$ cat config.mk
export PLATFORM = sky130hd
export DESIGN_NAME = traffic_light_ctrl
export DESIGN_NICKNAME = d
export VERILOG_FILES = /design/src/rtl/tl_pkg.sv /design/src/rtl/tl_dwell_timer.sv /design/src/rtl/traffic_light_ctrl.sv
export SDC_FILE = /design/constraint.sdc
export NUM_CORES = 1
export LEC_CHECK = 0
export ABC_AREA = 0
export CAP_MARGIN = 20
export CELL_PAD_IN_SITES_DETAIL_PLACEMENT = 2
export CELL_PAD_IN_SITES_GLOBAL_PLACEMENT = 2
export CORE_MARGIN = 4
export CORE_UTILIZATION = 28
export CTS_CLUSTER_SIZE = 20
export DETAILED_ROUTE_END_ITERATION = 10
export HOLD_SLACK_MARGIN = 0.06
export PLACE_DENSITY = 0.77
export SETUP_SLACK_MARGIN = 0.1
export SYNTH_ARGS = -nofsm -noshare
export SYNTH_HDL_FRONTEND = slang
export SYNTH_SLANG_ARGS = --single-unit
$ cat constraint.sdc
create_clock -name clk -period 2.9 [get_ports clk]
set_input_delay 0.435 -clock clk [delete_from_list [all_inputs] [get_ports clk]]
set_output_delay 0.435 -clock clk [all_outputs]
set_load 0.01 [all_outputs]
$ cat src/rtl/tl_pkg.sv
// Shared definitions for the two-road traffic light controller.
// Holds the phase encodings reported on the phase output and the
// {R,Y,G} lamp patterns driven onto lamp_a / lamp_b.
package tl_pkg;

  // Phase encodings are visible on the phase output, so values are fixed.
  // Encoding 7 is unused and is recovered to ALLRED_BA by the controller.
  typedef enum logic [2:0] {
    A_GREEN   = 3'd0,
    A_YELLOW  = 3'd1,
    ALLRED_AB = 3'd2,
    B_GREEN   = 3'd3,
    B_YELLOW  = 3'd4,
    ALLRED_BA = 3'd5,
    FLASH     = 3'd6
  } phase_t;

  // Lamp patterns, bit order {R,Y,G}.
  localparam logic [2:0] LAMP_R   = 3'b100;
  localparam logic [2:0] LAMP_Y   = 3'b010;
  localparam logic [2:0] LAMP_G   = 3'b001;
  localparam logic [2:0] LAMP_OFF = 3'b000;

endpackage

$ cat src/rtl/tl_dwell_timer.sv
// Purpose: loadable down-counter measuring how long a phase has dwelt; saturates at 0.
// Latency: load or decrement visible one cycle after the enabled edge; zero is combinational on count.
// Backpressure: none; en=0 freezes the count, load takes priority over decrement.
//
// Ports:
//   clk, rst      rising-edge clock, asynchronous active-low reset (count <= RST_VAL)
//   en            step enable; count only changes on edges with en=1
//   load          reload count with load_val on the next enabled edge
//   load_val[W]   value to load
//   count[W]      current count remaining
//   zero          count == 0
module tl_dwell_timer #(
  parameter int W       = 8,
  parameter int RST_VAL = 0
) (
  input  logic         clk,
  input  logic         rst,
  input  logic         en,
  input  logic         load,
  input  logic [W-1:0] load_val,
  output logic [W-1:0] count,
  output logic         zero
);

  logic [W-1:0] count_q;

  always_ff @(posedge clk or negedge rst) begin
    if (!rst) begin
      count_q <= W'(RST_VAL);
    end else if (en) begin
      if (load) begin
        count_q <= load_val;
      end else if (count_q != '0) begin
        count_q <= count_q - W'(1);
      end
    end
  end

  assign count = count_q;
  assign zero  = (count_q == '0);

endmodule

$ cat src/rtl/traffic_light_ctrl.sv
// Purpose: two-road intersection phase sequencer with side-road demand and maintenance flash.
// Latency: phase/timer update on the enabled edge; lamps decode registered state in the same cycle; phase_done one cycle after a transition.
// Backpressure: none; en=0 holds all state and forces phase_done low.
//
// Ports:
//   clk, rst        rising-edge clock, asynchronous active-low reset (A_GREEN, full A dwell)
//   en              step enable
//   req_b           level: vehicle waiting on road B (only consulted in A_GREEN)
//   maint           maintenance request: flashing yellow on both roads
//   lamp_a, lamp_b  {R,Y,G} lamp drive for road A / road B
//   phase           current phase encoding (tl_pkg::phase_t)
//   timer[W]        dwell count remaining in the current phase
//   phase_done      pulses for one cycle after any phase transition
module traffic_light_ctrl
  import tl_pkg::*;
#(
  parameter int W             = 8,
  parameter int A_GREEN_TICKS = 8,
  parameter int B_GREEN_TICKS = 6,
  parameter int YELLOW_TICKS  = 3,
  parameter int ALLRED_TICKS  = 2,
  parameter int FLASH_TICKS   = 4
) (
  input  logic         clk,
  input  logic         rst,
  input  logic         en,
  input  logic         req_b,
  input  logic         maint,
  output logic [2:0]   lamp_a,
  output logic [2:0]   lamp_b,
  output logic [2:0]   phase,
  output logic [W-1:0] timer,
  output logic         phase_done
);

  // Reload values: a phase lasting N enabled cycles loads N-1.
  localparam logic [W-1:0] LD_A_GREEN = W'(A_GREEN_TICKS - 1);
  localparam logic [W-1:0] LD_B_GREEN = W'(B_GREEN_TICKS - 1);
  localparam logic [W-1:0] LD_YELLOW  = W'(YELLOW_TICKS - 1);
  localparam logic [W-1:0] LD_ALLRED  = W'(ALLRED_TICKS - 1);
  localparam logic [W-1:0] LD_FLASH   = W'(FLASH_TICKS - 1);

  phase_t       state_q, state_d;
  logic         flash_on_q, flash_on_d;
  logic         phase_done_q;
  logic         take;
  logic         load;
  logic [W-1:0] load_val;
  logic         zero;

  tl_dwell_timer #(
    .W       (W),
    .RST_VAL (A_GREEN_TICKS - 1)
  ) u_dwell (
    .clk      (clk),
    .rst      (rst),
    .en       (en),
    .load     (load),
    .load_val (load_val),
    .count    (timer),
    .zero     (zero)
  );

  always_ff @(posedge clk or negedge rst) begin
    if (!rst) begin
      state_q      <= A_GREEN;
      flash_on_q   <= 1'b0;
      phase_done_q <= 1'b0;
    end else begin
      phase_done_q <= en & take;
      if (en) begin
        state_q    <= state_d;
        flash_on_q <= flash_on_d;
      end
    end
  end

  // Next state. take marks a real phase change (drives phase_done);
  // a flash toggle reloads the timer but is not a transition.
  always_comb begin
    state_d    = state_q;
    flash_on_d = flash_on_q;
    take       = 1'b0;
    load       = 1'b0;
    load_val   = '0;

    case (state_q)
      A_GREEN: begin
        if (zero && req_b) begin
          state_d  = A_YELLOW;
          load     = 1'b1;
          load_val = LD_YELLOW;
          take     = 1'b1;
        end
      end
      A_YELLOW: begin
        if (zero) begin
          state_d  = ALLRED_AB;
          load     = 1'b1;
          load_val = LD_ALLRED;
          take     = 1'b1;
        end
      end
      ALLRED_AB: begin
        if (zero) begin
          state_d  = B_GREEN;
          load     = 1'b1;
          load_val = LD_B_GREEN;
          take     = 1'b1;
        end
      end
      B_GREEN: begin
        if (zero) begin
          state_d  = B_YELLOW;
          load     = 1'b1;
          load_val = LD_YELLOW;
          take     = 1'b1;
        end
      end
      B_YELLOW: begin
        if (zero) begin
          state_d  = ALLRED_BA;
          load     = 1'b1;
          load_val = LD_ALLRED;
          take     = 1'b1;
        end
      end
      ALLRED_BA: begin
        if (zero) begin
          state_d  = A_GREEN;
          load     = 1'b1;
          load_val = LD_A_GREEN;
          take     = 1'b1;
        end
      end
      FLASH: begin
        // Leaving maintenance does not wait for the flash half-period.
        if (!maint) begin
          state_d    = ALLRED_BA;
          load       = 1'b1;
          load_val   = LD_ALLRED;
          flash_on_d = 1'b0;
          take       = 1'b1;
        end else if (zero) begin
          load       = 1'b1;
          load_val   = LD_FLASH;
          flash_on_d = ~flash_on_q;
        end
      end
      default: begin
        // Unused encoding: fall back to a safe all-red clearance.
        state_d  = ALLRED_BA;
        load     = 1'b1;
        load_val = LD_ALLRED;
        take     = 1'b1;
      end
    endcase

    // Maintenance overrides every other exit from a non-flash phase.
    if (maint && state_q != FLASH) begin
      state_d    = FLASH;
      load       = 1'b1;
      load_val   = LD_FLASH;
      flash_on_d = 1'b1;
      take       = 1'b1;
    end
  end

  // Lamp decode from registered state only.
  always_comb begin
    lamp_a = LAMP_R;
    lamp_b = LAMP_R;
    case (state_q)
      A_GREEN:  lamp_a = LAMP_G;
      A_YELLOW: lamp_a = LAMP_Y;
      B_GREEN:  lamp_b = LAMP_G;
      B_YELLOW: lamp_b = LAMP_Y;
      FLASH: begin
        lamp_a = flash_on_q ? LAMP_Y : LAMP_OFF;
        lamp_b = flash_on_q ? LAMP_Y : LAMP_OFF;
      end
      default: ;
    endcase
  end

  assign phase      = state_q;
  assign phase_done = phase_done_q;

endmodule
==> impl_metrics.json <==
{
  "status": "complete, no violations",
  "p_total_mw": 1.237,
  "start_util_pct": 29.91,
  "synth_cells": 127,
  "root_buffer": "clkbuf_8",
  "grt_max_degree": 22,
  "async_reset_ff_share_pct": 100.0,
  "fp.dieW_um": 68.87,
  "powerDensity_mw_per_mm2": 923.3,
  "layout-drive-gt1-share_pct": 9.459,
  "dr_total_vias": 1089,
  "rows": 21,
  "totalWireLength_um": 3467,
  "cp-start-kind": "flip-flop",
  "grt_usage_pct": 16.23,
  "cts_tree": "done",
  "worstHoldPathType": "flip-flop to flip-flop",
  "core_mm2": 0.003468,
  "fillCellCount": 422,
  "overflow": 0,
  "fin_crit_sh_pct": 86.11,
  "rsz0062_at_grt": "no",
  "ys_seq_elements": 13,
  "grt_pass1_wl_um": 5644,
  "fin_cells": 194,
  "ctsResizeCount": 0,
  "avgViaCountPerCell": 5.613,
  "worst_clock_skew_ns": 0.001824,
  "first_iter_violations": 58,
  "synth_warnings": 0,
  "regArea_um2": 329.1,
  "diodes": 0,
  "path_cells": "and3b_1, nand2_1, o31ai_1, clkdlybuf4s50_1",
  "slew_viol_final": 0,
  "ys_types": 47,
  "area_growth_pct": 29.19,
  "slowest_delay_ns": 0.77,
  "drcViolationCount": 0,
  "path_clk_slew_ns": 0.06,
  "clock.fmax_ghz": 0.4005,
  "hold_violations": 0,
  "power.leakage_nw": 0.5305,
  "die-area_mm2": 0.004742,
  "cp_slowest_cell": "dfrtp_1",
  "place_hpwl_um": 2544,
  "seq_area_frac_synth_pct": 31.72,
  "htreeDepth": 1,
  "drt-wirelength-per-cell_um": 17.87,
  "critPathRequiredTime_ns": 2.47,
  "synth_area_per_cell_um2": 8.167,
  "path_max_fanout": 21,
  "cts_hold_buf": 0,
  "end_kind": "output pin",
  "critical_path_class": "flip-flop to output pin",
  "synth-edff-count": 0,
  "post_cts_buffers": 0,
  "port_buffers": 22,
  "netlist_area_mm2": 0.001037,
  "worst-path-buf-inv": 1,
  "final-setup-viol-count": 0,
  "synth_nets": 134,
  "arrival_ns": 2.06,
  "cts.sinks": 13,
  "dp_cells": 190,
  "clock_path_buffers": 2,
  "setup_tns_ns": 0,
  "tightest_slew_ns": 0.7452,
  "first_pass_iters": 4,
  "globalplace.congestion": 0.8134,
  "io_pins": 23,
  "cts_made_buffers": 3,
  "antenna_found_initial": 0,
  "ys.flop_type": "dfrtp_1",
  "fin_nets": 156,
  "die_h_um": 68.87,
  "max-cap-violations": 0,
  "period_needed_ns": 2.497,
  "grt_pass1_vias": 1076,
  "ir_worst_vdd_v": 0.0004960,
  "slew-limit-headroom_pct": 49.91,
  "crit_family": "flip-flops",
  "drtAntennaViolNets": 0,
  "multi_input_area_um2": 639.4,
  "clk-insertion-delay-late_ns": 0.24
}
==> synth_stat cells, types with 2 or more instances <==
| cell type | number | area (um2) |
|---|---|---|
| nor2_1 | 11 | 41.29 |
| dfrtp_1 | 10 | 250.2 |
| mux2i_1 | 3 | 30.03 |
| ha_1 | 2 | 25.02 |
| dfstp_2 | 3 | 78.83 |
| o31ai_1 | 3 | 22.52 |
| nand4_1 | 3 | 18.77 |
| nor3b_1 | 2 | 15.01 |
| nand2_1 | 10 | 37.54 |
| or3_1 | 4 | 25.02 |
| nand3_1 | 4 | 20.02 |
| a21oi_1 | 11 | 55.05 |
| o22ai_1 | 5 | 31.28 |
| nand2b_1 | 3 | 18.77 |
| clkbuf_1 | 5 | 18.77 |
| o21ai_0 | 3 | 15.01 |
| nor3_1 | 3 | 15.01 |
| inv_1 | 9 | 33.78 |
| o311ai_1 | 2 | 17.52 |
| or3b_2 | 2 | 17.52 |
| o211ai_1 | 3 | 22.52 |
==> through the flow <==
stage          setup slack [ns]  hold WS (ns)  util [%]  cell area [um2]
3_3_place_gp             0.6397        0.5715     37.34             1295
2_1_floorplan            0.8076        0.1394         -             1037
4_1_cts                  0.3825        0.5952     38.64             1340
6_report                 0.4028        0.5877     38.64             1340
3_5_place_dp             0.5691        0.5582     37.34             1295
5_1_grt                  0.2450        0.6326     38.64             1340
==> registers in the layout, summed over array words and instances, names as in the netlist <==
signal         count
u_dwell.count      8
phase_done         1
flash_on_q         1
phase              3
==> logic make-up after synthesis <==
kind of cell             share of synthesized area, %
multiplexers                                    2.895
AO/OA/AOI/OAI                                   25.33
XOR/XNOR                                       0.8445
AND/OR/NAND/NOR                                 30.16
buffers and inverters                           6.634
adder cells (fa/ha/maj)                         2.412
flip-flops                                      31.73
==> area by class of cell <==
cell class | count | share of cell area (%)
timing repair buffer | 24 | 17.55
clock buffer | 4 | 3.361
tap | 46 | 4.295
sequential | 13 | 24.56
multi-input combinational | 98 | 47.71
inverter | 9 | 2.521
==> worst register-to-register path: cells and delay by family, from the launching register on <==
kind	cells	cell delay, ns
DFF	1	0.58
adders and majority gates	1	0.21
AOI/OAI and AO/OA	2	0.68
and+or+nand+nor	2	0.63
buffers and inverters	1	0.08
==> path summary, 6_finish.rpt <==
check / slack (ns) / start / endpoint / cells past startpoint
min reg2reg: 0.59 / u_dwell.count[0]$_DFFE_PN1P_ / u_dwell.count[0]$_DFFE_PN1P_ / 2
max: 0.40 / phase[1]$_DFFE_PN0P_ / lamp_a[1] / 4
min: 0.59 / u_dwell.count[0]$_DFFE_PN1P_ / u_dwell.count[0]$_DFFE_PN1P_ / 2
min in group asynchronous: 0.60 / rst / phase[0]$_DFFE_PN0P_ / 1
max reg2reg: 0.62 / u_dwell.count[0]$_DFFE_PN1P_ / u_dwell.count[4]$_DFFE_PN0P_ / 6
max in group asynchronous: 1.87 / rst / u_dwell.count[3]$_DFFE_PN0P_ / 1
==> power breakdown <==
| part | total (mW) | internal [mW] | switching (mW) |
|---|---|---|---|
| Combinational | 0.681 | 0.327 | 0.355 |
| Clock | 0.168 | 0.0972 | 0.0705 |
| Sequential | 0.388 | 0.259 | 0.130 |
==> placed cells by master, fill, tap and decap left out, types with 3 or more instances in the layout <==
cell              n
mux2i_1           3
nand2b_1          3
dfrtp_1          10
inv_1             9
nor3_1            3
o31ai_1           3
a21oi_1          11
o22ai_1           5
or3_1             4
nand2_1          10
dfstp_2           3
nor2_1           11
nand3_1           4
o21ai_0           3
clkdlybuf4s50_1  22
clkbuf_8          3
o211ai_1          3
nand4_1           3
==> routing by layer <==
metal | share of wire [%] | vias to the layer above | wire, um | track usage, %
met5 | 0 | - | 0 | 0
met4 | 0.40 | 0 | 14 | 2.920
met3 | 4.0 | 2 | 140 | 3.728
met2 | 47 | 20 | 1628 | 25.95
met1 | 49 | 553 | 1684 | 22.44
li1 | - | 514 | - | -
Note: power is estimated with default switching activity, not from simulation.
